===== config.mk =====
export PLATFORM = sky130hd
export DESIGN_NAME = serial_subtractor_flat
export DESIGN_NICKNAME = d
export VERILOG_FILES = /design/src/rtl/serial_subtractor_if.sv /design/src/rtl/serial_subtractor.sv /design/src/flat_wrapper.sv
export SDC_FILE = /design/constraint.sdc
export NUM_CORES = 1
export LEC_CHECK = 0
export CORE_MARGIN = 3
export CORE_UTILIZATION = 30
export CTS_BUF_LIST = sky130_fd_sc_hd__clkbuf_4 sky130_fd_sc_hd__clkbuf_8
export CTS_CLUSTER_DIAMETER = 50
export CTS_CLUSTER_SIZE = 40
export DETAILED_ROUTE_END_ITERATION = 6
export SYNTH_ARGS = -nofsm -noshare
export SYNTH_HDL_FRONTEND = slang
export SYNTH_SLANG_ARGS = --single-unit

===== constraint.sdc =====
create_clock -name clk -period 3.4 [get_ports clk]
set_input_delay 0.68 -clock clk [delete_from_list [all_inputs] [get_ports clk]]
set_output_delay 0.68 -clock clk [all_outputs]
set_load 0.01 [all_outputs]

===== src/rtl/serial_subtractor_if.sv =====
// Handshake and operand/result bundle for the bit-serial subtractor.
// The master drives start/a/b; the slave returns diff/bout/busy/done.
interface serial_subtractor_if #(
    parameter int W = 8
);
    logic         start;
    logic [W-1:0] a;
    logic [W-1:0] b;
    logic [W-1:0] diff;
    logic         bout;
    logic         busy;
    logic         done;

    modport master (output start, a, b, input diff, bout, busy, done);
    modport slave  (input start, a, b, output diff, bout, busy, done);
endinterface


===== src/rtl/serial_subtractor.sv =====
// Bit-serial W-bit subtractor: one full-subtractor cell plus a borrow flop,
// LSB first, one bit per clock, start/busy/done handshake.
module serial_subtractor_cell (
    input  logic a_i,
    input  logic b_i,
    input  logic br_i,
    output logic d_o,
    output logic br_o
);
    assign d_o  = a_i ^ b_i ^ br_i;
    assign br_o = (~a_i & b_i) | (~(a_i ^ b_i) & br_i);
endmodule

module serial_subtractor #(
    parameter int W  = 8,
    parameter int CW = 4
) (
    input  logic                clk,
    input  logic                rst_n,
    serial_subtractor_if.slave  bus
);
    typedef enum logic [1:0] {IDLE, RUN, DONE} state_t;

    localparam logic [CW-1:0] LAST = CW'(W - 1);

    state_t        state_q;
    logic [W-1:0]  a_q, b_q, res_q, diff_q;
    logic [CW-1:0] cnt_q;
    logic          br_q, bout_q, busy_q, done_q;

    logic          d_d, br_d, accept;
    logic [W-1:0]  res_d;

    serial_subtractor_cell u_cell (
        .a_i  (a_q[0]),
        .b_i  (b_q[0]),
        .br_i (br_q),
        .d_o  (d_d),
        .br_o (br_d)
    );

    // New difference bit enters at the MSB; after W shifts bit 0 sits at the LSB.
    assign res_d  = W'({d_d, res_q} >> 1);
    assign accept = bus.start && (state_q == IDLE || state_q == DONE);

    always_ff @(posedge clk or negedge rst_n) begin
        if (!rst_n) begin
            state_q <= IDLE;
            a_q     <= '0;
            b_q     <= '0;
            res_q   <= '0;
            diff_q  <= '0;
            cnt_q   <= '0;
            br_q    <= 1'b0;
            bout_q  <= 1'b0;
            busy_q  <= 1'b0;
            done_q  <= 1'b0;
        end else begin
            done_q <= 1'b0;
            if (accept) begin
                a_q     <= bus.a;
                b_q     <= bus.b;
                br_q    <= 1'b0;
                cnt_q   <= '0;
                busy_q  <= 1'b1;
                state_q <= RUN;
            end else begin
                case (state_q)
                    RUN: begin
                        a_q   <= a_q >> 1;
                        b_q   <= b_q >> 1;
                        res_q <= res_d;
                        br_q  <= br_d;
                        cnt_q <= cnt_q + CW'(1);
                        if (cnt_q == LAST) begin
                            diff_q  <= res_d;
                            bout_q  <= br_d;
                            busy_q  <= 1'b0;
                            done_q  <= 1'b1;
                            state_q <= DONE;
                        end
                    end
                    DONE:    state_q <= IDLE;
                    IDLE:    state_q <= IDLE;
                    default: state_q <= IDLE;
                endcase
            end
        end
    end

    assign bus.diff = diff_q;
    assign bus.bout = bout_q;
    assign bus.busy = busy_q;
    assign bus.done = done_q;
endmodule

===== src/flat_wrapper.sv =====
// flat-port wrapper written by rule: the top's interface ports become plain ports
module serial_subtractor_flat 
#(
    parameter int W  = 8,
    parameter int CW = 4
)
  (clk, rst_n, bus_start, bus_a, bus_b, bus_diff, bus_bout, bus_busy, bus_done);
  serial_subtractor_if #(.W(W)) bus_i ();
  input  logic clk;
  input  logic rst_n;
  input wire logic [$bits(bus_i.start)-1:0] bus_start;
  input wire logic [$bits(bus_i.a)-1:0] bus_a;
  input wire logic [$bits(bus_i.b)-1:0] bus_b;
  output wire logic [$bits(bus_i.diff)-1:0] bus_diff;
  output wire logic [$bits(bus_i.bout)-1:0] bus_bout;
  output wire logic [$bits(bus_i.busy)-1:0] bus_busy;
  output wire logic [$bits(bus_i.done)-1:0] bus_done;
  assign bus_i.start = bus_start;
  assign bus_i.a = bus_a;
  assign bus_i.b = bus_b;
  assign bus_diff = bus_i.diff;
  assign bus_bout = bus_i.bout;
  assign bus_busy = bus_i.busy;
  assign bus_done = bus_i.done;
  serial_subtractor #(.W(W), .CW(CW)) u_core (.clk(clk), .rst_n(rst_n), .bus(bus_i));
endmodule

==> flow_results.org, run 1 <==
** Detailed routing
- After the first detailed-routing iteration, the DRC count stood at 50.
- Wire length reported by the detailed router :: 3.24 mm
- Number of remaining DRC errors :: 0
- Dividing the detail-routed wire length by the instance count gives 12.4 µm.
- The detailed router placed 1191 vias in this run.
- Via count normalized by instance count :: 4.56
- The pre-antenna-repair detailed-routing pass consisted of 4 iterations.
- In this run the remaining antenna-violating nets after routing total 0.

** STA
- The final number of hold-violating endpoints came to 0.
- RSZ-0062 raised after global routing :: no
- Final hold slack :: 476 ps
- In the finished design, the share of the clock period the worst path needs comes to 55.5%.
- Derived from the worst setup path, the maximum achievable clock frequency is 530 MHz.
- Worst slew pin tran :: 920 ps
- Max-slew violation count :: 0
- In the final timing run, aggregate negative setup slack is 0 ps.
- Minimum setup slack in the final design :: 1510 ps
- Min cycle time layout :: 1890 ps
- Setup violations remaining at the end of the flow were counted as 0.
- The clock arrives with 6.46 ps of skew.
- Headroom to the max-slew limit came out at 38.7%.

** Worst setup path
- The critical path in this run is classified as primary input to flop.
- In this run the worst path has a maximum fanout of 27.
- Crit path largest cell delay :: 650 ps
- Number of buffers and inverters on the critical path :: 1
- The worst setup path is launched from a primary input.
- Among cell families on the critical path, the largest total delay comes from simple AND/OR/NAND/NOR gates.
- On the critical path, the stage with the largest delay is an instance of nand2b_1.
- Walking the worst path, the cells encountered are clkdlybuf4s50_1, nand2b_1, o22ai_1, a21oi_1.
- STA classifies the critical path endpoint as a flop.
- Data arrives at the worst endpoint at 2100 ps.
- STA puts the critical path data required time at 3620 ps.

** Placement
- Worst slack after detailed placement :: 1220 ps
- DP HPWL :: 2.09 mm
- The congestion estimate from routability-driven global placement came to 0.712.
- The placed instances occupy a cell area of 2050 µm².
- Port Buffer Count :: 29
- After detailed placement, the design holds a cell count of 253.

** Clock tree
- Clock tree from TritonCTS :: built
- CTS-repair resized insts :: 0
- After clock tree synthesis, the clock-pin slew on the worst setup and hold paths is 80 ps.
- Clock latency on the worst-skew pair, taken at its later pin, is 290 ps.
- CTS max path bufs :: 2
- The number of hold buffers added after CTS was 0.
- Buffers inserted during clock tree synthesis total 5.
- The cell sitting at the root of the clock tree is a clkbuf_8.
- Number of H-tree branching levels :: 2
- Clock sink count :: 41
- Post CTS Setup Buffer Count :: 0

** Floorplanning
- Io pins :: 30
- Core outline area :: 5540 µm²
- Die width :: 82 µm
- Effective utilization at floorplan :: 31.3%
- In this run the vertical extent of the chip is 82 µm.
- Row generation in the floorplan step produced 27 rows.
- Area of the die :: 6720 µm²

** GRT
- For this run, the total global-route usage over all layers was measured as 11.1%.
- Global routing met2 resource utilization :: 17.3%
- The via count of the first global-routing pass was 1199.
- For this run, global-route usage on met1 was measured as 13.9%.
- For met3 alone, demand over resource in global routing was 4.28%.
- The initial antenna violation count is 0.
- Global-route layer with the greatest usage :: met2
- Global routing finished with a remaining overflow of 0.
- Entering global routing, the biggest net connects 42 pins.
- First-pass GRT wire length :: 5.62 mm

** Synthesis
- A synthesized cell averages 10.7 µm².
- EDFF count, synth :: 0
- Cell count after synthesis :: 162
- Syn Nets :: 183
- After synthesis, flip-flops and latches occupy 59.2% of the total area.
- Ys flop type :: dfrtp_1
- Number of different library cells in the post-synthesis netlist :: 28
- The synthesized design contains 41 register bits.
- The cell area that synthesis handed to floorplanning was 1730 µm².
- In the synthesized netlist the async set-or-reset flop fraction comes to 100%.
- For this run, the number of Yosys warnings is 0.

** Worst hold path
- Worst Hold Class :: flop to flop

** Power
- The design draws 1.96 mW.
- In this run the static leakage power is 0.984 nW.
- Worst vdd rail ir drop :: 0.298 mV
- Cell Pwr Density :: 901 nW/µm²

** Final layout
- Core occupancy in the finished layout :: 39.2%
- Final Net Count :: 209
- The repair_antennas step left the layout with diodes totalling 0.
- Final non-filler cell total :: 261
- The layout has 564 filler cells.
- After routing the design area is 2170 µm².
- Fraction of final layout cells with drive strength greater than 1 :: 10.1%
- Area added between synthesis and finish :: 25.3%

** Flow run
- Max-Cap Viols :: 0

** Run status
- Outcome :: finished, final reports clean
[per-layer routing]
layer | routed length (µm) | vias up | share of wire (%)
met5 | 0 | - | 0
met4 | 45 | 0 | 1.4
met3 | 157 | 6 | 4.8
met2 | 1500 | 23 | 46
met1 | 1540 | 571 | 47
li1 | - | 591 | -
[synthesized netlist by cell type, types with 2 or more instances]
| library cell | count | share of area (%) |
|---|---|---|
| a21oi_1 | 2 | 0.58 |
| a22o_1 | 2 | 1.0 |
| a22oi_1 | 3 | 1.3 |
| a31oi_1 | 8 | 2.9 |
| and2b_1 | 2 | 0.87 |
| buf_2 | 7 | 2.0 |
| buf_6 | 2 | 1.3 |
| clkbuf_1 | 2 | 0.43 |
| dfrtp_1 | 41 | 59 |
| inv_1 | 4 | 0.87 |
| mux2_4 | 7 | 6.1 |
| mux2i_1 | 2 | 1.2 |
| nand2_1 | 45 | 9.7 |
| nand2b_1 | 2 | 0.72 |
| nand3_1 | 4 | 1.2 |
| nor2_1 | 12 | 2.6 |
| nor3_1 | 3 | 0.87 |
| o21ai_0 | 2 | 0.58 |
| o22ai_1 | 3 | 1.1 |
[registers in the layout, summed over array words and instances, names as in the netlist]
name and flops:
u_core.a_q 8, u_core.b_q 8, u_core.br_q 1, u_core.bus.bout 1, u_core.bus.busy 1, u_core.bus.diff 8, u_core.bus.done 1, u_core.cnt_q 4
u_core.res_q 7, u_core.state_q 2
[cell usage in the layout, fill, tap and decap left out, types with 3 or more instances in the layout]
master           instances
clkbuf_8                 6
nor3_1                   3
nand2_1                 45
dfrtp_1                 41
inv_1                    4
a31oi_1                  8
o22ai_1                  3
nand3_1                  4
a22oi_1                  3
nor2_1                  12
mux2_4                   7
clkdlybuf4s50_1         28
[worst reg2reg max path, cell delays in order, from the launching register on]
cell	delay, ps
dfrtp_1	390
nand2b_1	140
buf_4	220
nor3_4	590
mux2_2	400
[where the power goes]
| part | total [mW] | switching [mW] | internal, mW |
|---|---|---|---|
| combinational | 0.715 | 0.360 | 0.355 |
| sequential | 0.836 | 0.132 | 0.705 |
| clock | 0.405 | 0.167 | 0.239 |
[path summary, 6_finish.rpt]
check | end | depth (start not counted) | startpoint | slack [ps]
worst max-delay path | u_core.b_q[0]$_DFFE_PN0P_ | 4 | bus_start | 1510
worst min-delay path | u_core.res_q[1]$_DFFE_PN0P_ | 2 | u_core.res_q[1]$_DFFE_PN0P_ | 480
worst max register to register | u_core.bus.diff[0]$_DFFE_PN0P_ | 4 | u_core.state_q[1]$_DFFE_PN0P_ | 1540
worst min register to register | u_core.res_q[1]$_DFFE_PN0P_ | 2 | u_core.res_q[1]$_DFFE_PN0P_ | 480
max in group asynchronous | u_core.a_q[5]$_DFFE_PN0P_ | 1 | rst_n | 2310
min in group asynchronous | u_core.bus.diff[0]$_DFFE_PN0P_ | 1 | rst_n | 510
[cell type report]
class                      instances  area (µm²)  share of cell area (%)
clock inverter                     2        37.5                    1.73
sequential                        41        1030                    47.3
multi-input combinational        106         627                    28.9
inverter                           4        15.0                   0.692
clock buffer                       6        82.6                    3.80
tap                               72        90.1                    4.15
timing repair buffer              30         293                    13.5
[cell families (layout without fill, tap and decap cells)]
| logic type | Yosys count | after routing | synth area share (%) |
|---|---|---|---|
| AND/OR/NAND/NOR | 71 | 71 | 17.7 |
| AO/OA/AOI/OAI | 22 | 22 | 8.23 |
| XOR/XNOR | 1 | 1 | 0.506 |
| buffers and inverters | 15 | 42 | 4.62 |
| multiplexers | 10 | 10 | 7.87 |
| adder cells (fa/ha/maj) | 2 | 2 | 1.88 |
| flip-flops | 41 | 41 | 59.2 |
Note: power is estimated with default switching activity, not from simulation.
==> run 2: changes to the inputs <==
==> constraint.sdc (replaced) <==
create_clock -name clk -period 2 [get_ports clk]
set_input_delay 0.4 -clock clk [delete_from_list [all_inputs] [get_ports clk]]
set_output_delay 0.4 -clock clk [all_outputs]
set_load 0.01 [all_outputs]
==> run 2 against run 1 <==
Against the previous run:
- via count up 0.84%
- die area unchanged
- combinational power up 75%
- flip-flop and latch count unchanged
- cell count up 1.5%
- clock-buffer cell count up 1
- core utilization up 0.20 points
- worst hold slack worse by 300 ps
- global-route usage up 0.23 points
- final area up 0.52%
==> flow_results.org, run 2 (same netlist as run 1, synthesis figures left out) <==
** Worst setup path
- In this run the number of cells on the critical path is 1.
- STA classifies the critical path endpoint as an output pin.
- Slowest-stage cell, CP :: clkdlybuf4s50_1
- At the worst endpoint, the arrival time is 1180 ps.
- Critical path's top delay family :: buffers and inverters
- Startpoint type of the worst setup path :: flop
- Class of the most critical setup path :: flop to output pin
- Crit path largest cell delay :: 540 ps
- Together, buffers and inverters on the worst path number 1.
- WP data required :: 1600 ps
- Of all nets on the critical path, the largest fanout is 2.
- Critical-path cell list :: clkdlybuf4s50_1
- Number of cells on the worst reg-to-reg path :: 3

** Placement
- Port Buffer Count :: 29
- Placer's final routability congestion estimate :: 0.723
- Detailed placement ended at an HPWL of 2.16 mm.

** Clock tree
- Root Driver :: clkbuf_8
- Counting the buffers created by CTS gives 5.
- Clock sink count :: 41
- Hold Buf Count CTS :: 0
- The clock passes through at most 2 buffers.
- Worst skew pair latency :: 280 ps
- Number of H-tree branching levels :: 2
- Clock tree from TritonCTS :: built
- Buffers added to address setup during post-CTS repair amount to 0.
- Clock input transition at the sequential cells of the worst setup and hold paths :: 70 ps
- CTS-repair resized insts :: 0

** Detailed routing
- Iteration-0 DRC Markers :: 100
- Via count normalized by instance count :: 4.53
- The first detailed-routing pass ran for 4 iterations.
- Remaining number of nets flagged by the antenna check after routing :: 0
- Routed vias :: 1201
- Number of remaining DRC errors :: 0
- The final layout contains routed wiring with a total length of 3.30 mm.
- Wire per inst :: 12.5 µm

** GRT
- First-pass GRT wire length :: 5.75 mm
- The initial antenna violation count is 0.
- Total track usage :: 11.3%
- Entering global routing, the biggest net connects 42 pins.
- Via count of the first global-routing pass :: 1281
- Global route total overflow :: 0

** Floorplanning
- Io pins :: 30
- Die Y-Extent :: 82 µm
- Effective utilization at floorplan :: 31.3%
- Area of the die :: 6720 µm²
- Core outline area :: 5540 µm²
- The floorplan has 27 rows.
- In this run the horizontal extent of the chip is 82 µm.

** Final layout
- The library cell used most frequently in the layout, excluding fill and tap cells, is nand2_1.
- Final Net Count :: 213
- Number of filler cells placed in the layout :: 565
- Highest-count cells in the layout ignoring fill and taps :: 45 x nand2_1, 41 x dfrtp_1, 28 x clkdlybuf4s50_1
- Fraction of final layout cells with drive strength greater than 1 :: 11.9%
- Area added between synthesis and finish :: 25.9%
- The repair_antennas step left the layout with diodes totalling 0.

** Power
- Cell Pwr Density :: 1490 nW/µm²
- Summed over all cells, the static leakage comes to 1.00 nW.
- The worst-case IR drop observed on VDD is 0.506 mV.
- Post-layout power :: 3.25 mW

** STA
- For the pin with the worst max-slew slack, the measured transition is 632 ps.
- Max-slew violation count :: 0
- Setup repair after global routing left no endpoint under its margin.
- Measured against its own limit, the worst slew margin works out to 57.8%.
- Final-report setup violation count :: 0
- The final number of hold-violating endpoints came to 0.
- Setup total negative slack :: 0 ps
- The worst path in the final design needs a cycle of 1580 ps, including I/O delays and setup.
- On the final layout, the worst clock skew is 1.46 ps.
- The final critical path takes up 79.0% of the cycle.
- FMAX :: 633 MHz

** Worst hold path
- In this run the worst hold path is classified as primary input to async pin.

** Flow run
- The tool flagged a number of max-cap violations equal to 0.

** Run status
- Outcome :: finished, final reports clean
-- run 2: changes by cell type in the layout (fill, tap and decap cells not counted), sizes merged --
cell	delta
clkinv	+1
clkinvlp	-1
clkbuf	+1
bufinv	-1
buf	+4
-- run 2: routing by layer --
metal	track usage [%]	wire length, µm
met5	0	0
met3	4.28	137
met2	18.7	1570
met4	2.99	21
met1	13.9	1580
-- run 2: final timing paths --
| path | slack, ps | end | start |
|---|---|---|---|
| min reg2reg | 480 | u_core.res_q[1]$_DFFE_PN0P_ | u_core.res_q[1]$_DFFE_PN0P_ |
| max in group asynchronous | 1480 | u_core.bus.diff[4]$_DFFE_PN0P_ | rst_n |
| max reg2reg | 450 | u_core.b_q[7]$_DFFE_PN0P_ | u_core.state_q[1]$_DFFE_PN0P_ |
| min in group clk | 480 | u_core.res_q[1]$_DFFE_PN0P_ | u_core.res_q[1]$_DFFE_PN0P_ |
| min | 170 | u_core.bus.diff[0]$_DFFE_PN0P_ | rst_n |
| max | 420 | bus_busy | u_core.bus.busy$_DFFE_PN0P_ |
-- run 2: area by class of cell --
class / instances / area, µm² / area share (%)
Sequential cell: 41 / 1030 / 47.0
Multi-Input combinational cell: 106 / 627 / 28.7
Timing Repair Buffer: 34 / 323 / 14.8
Clock buffer: 7 / 96.3 / 4.42
Tap cell: 72 / 90.1 / 4.13
Inverter: 4 / 15.0 / 0.688
Clock inverter: 1 / 5.00 / 0.229
-- run 2: where the power goes --
part           internal, mW  switching [mW]
combinational         0.625           0.622
clock                 0.312           0.268
sequential             1.20           0.225
total                  2.14            1.11
-- run 2: stage by stage --
step / hold slack (ps) / setup WS (ps) / std cells / util [%] / instance area (µm²)
floorplan: 104 / 604 / 162 / - / 1730
global placement: 459 / 333 / 257 / 37.6 / 2080
detailed placement: 468 / 281 / 257 / 37.6 / 2080
CTS: 182 / 405 / 265 / 39.4 / 2180
global route: 204 / 346 / 265 / 39.4 / 2180
finish: 173 / 420 / 265 / 39.4 / 2180
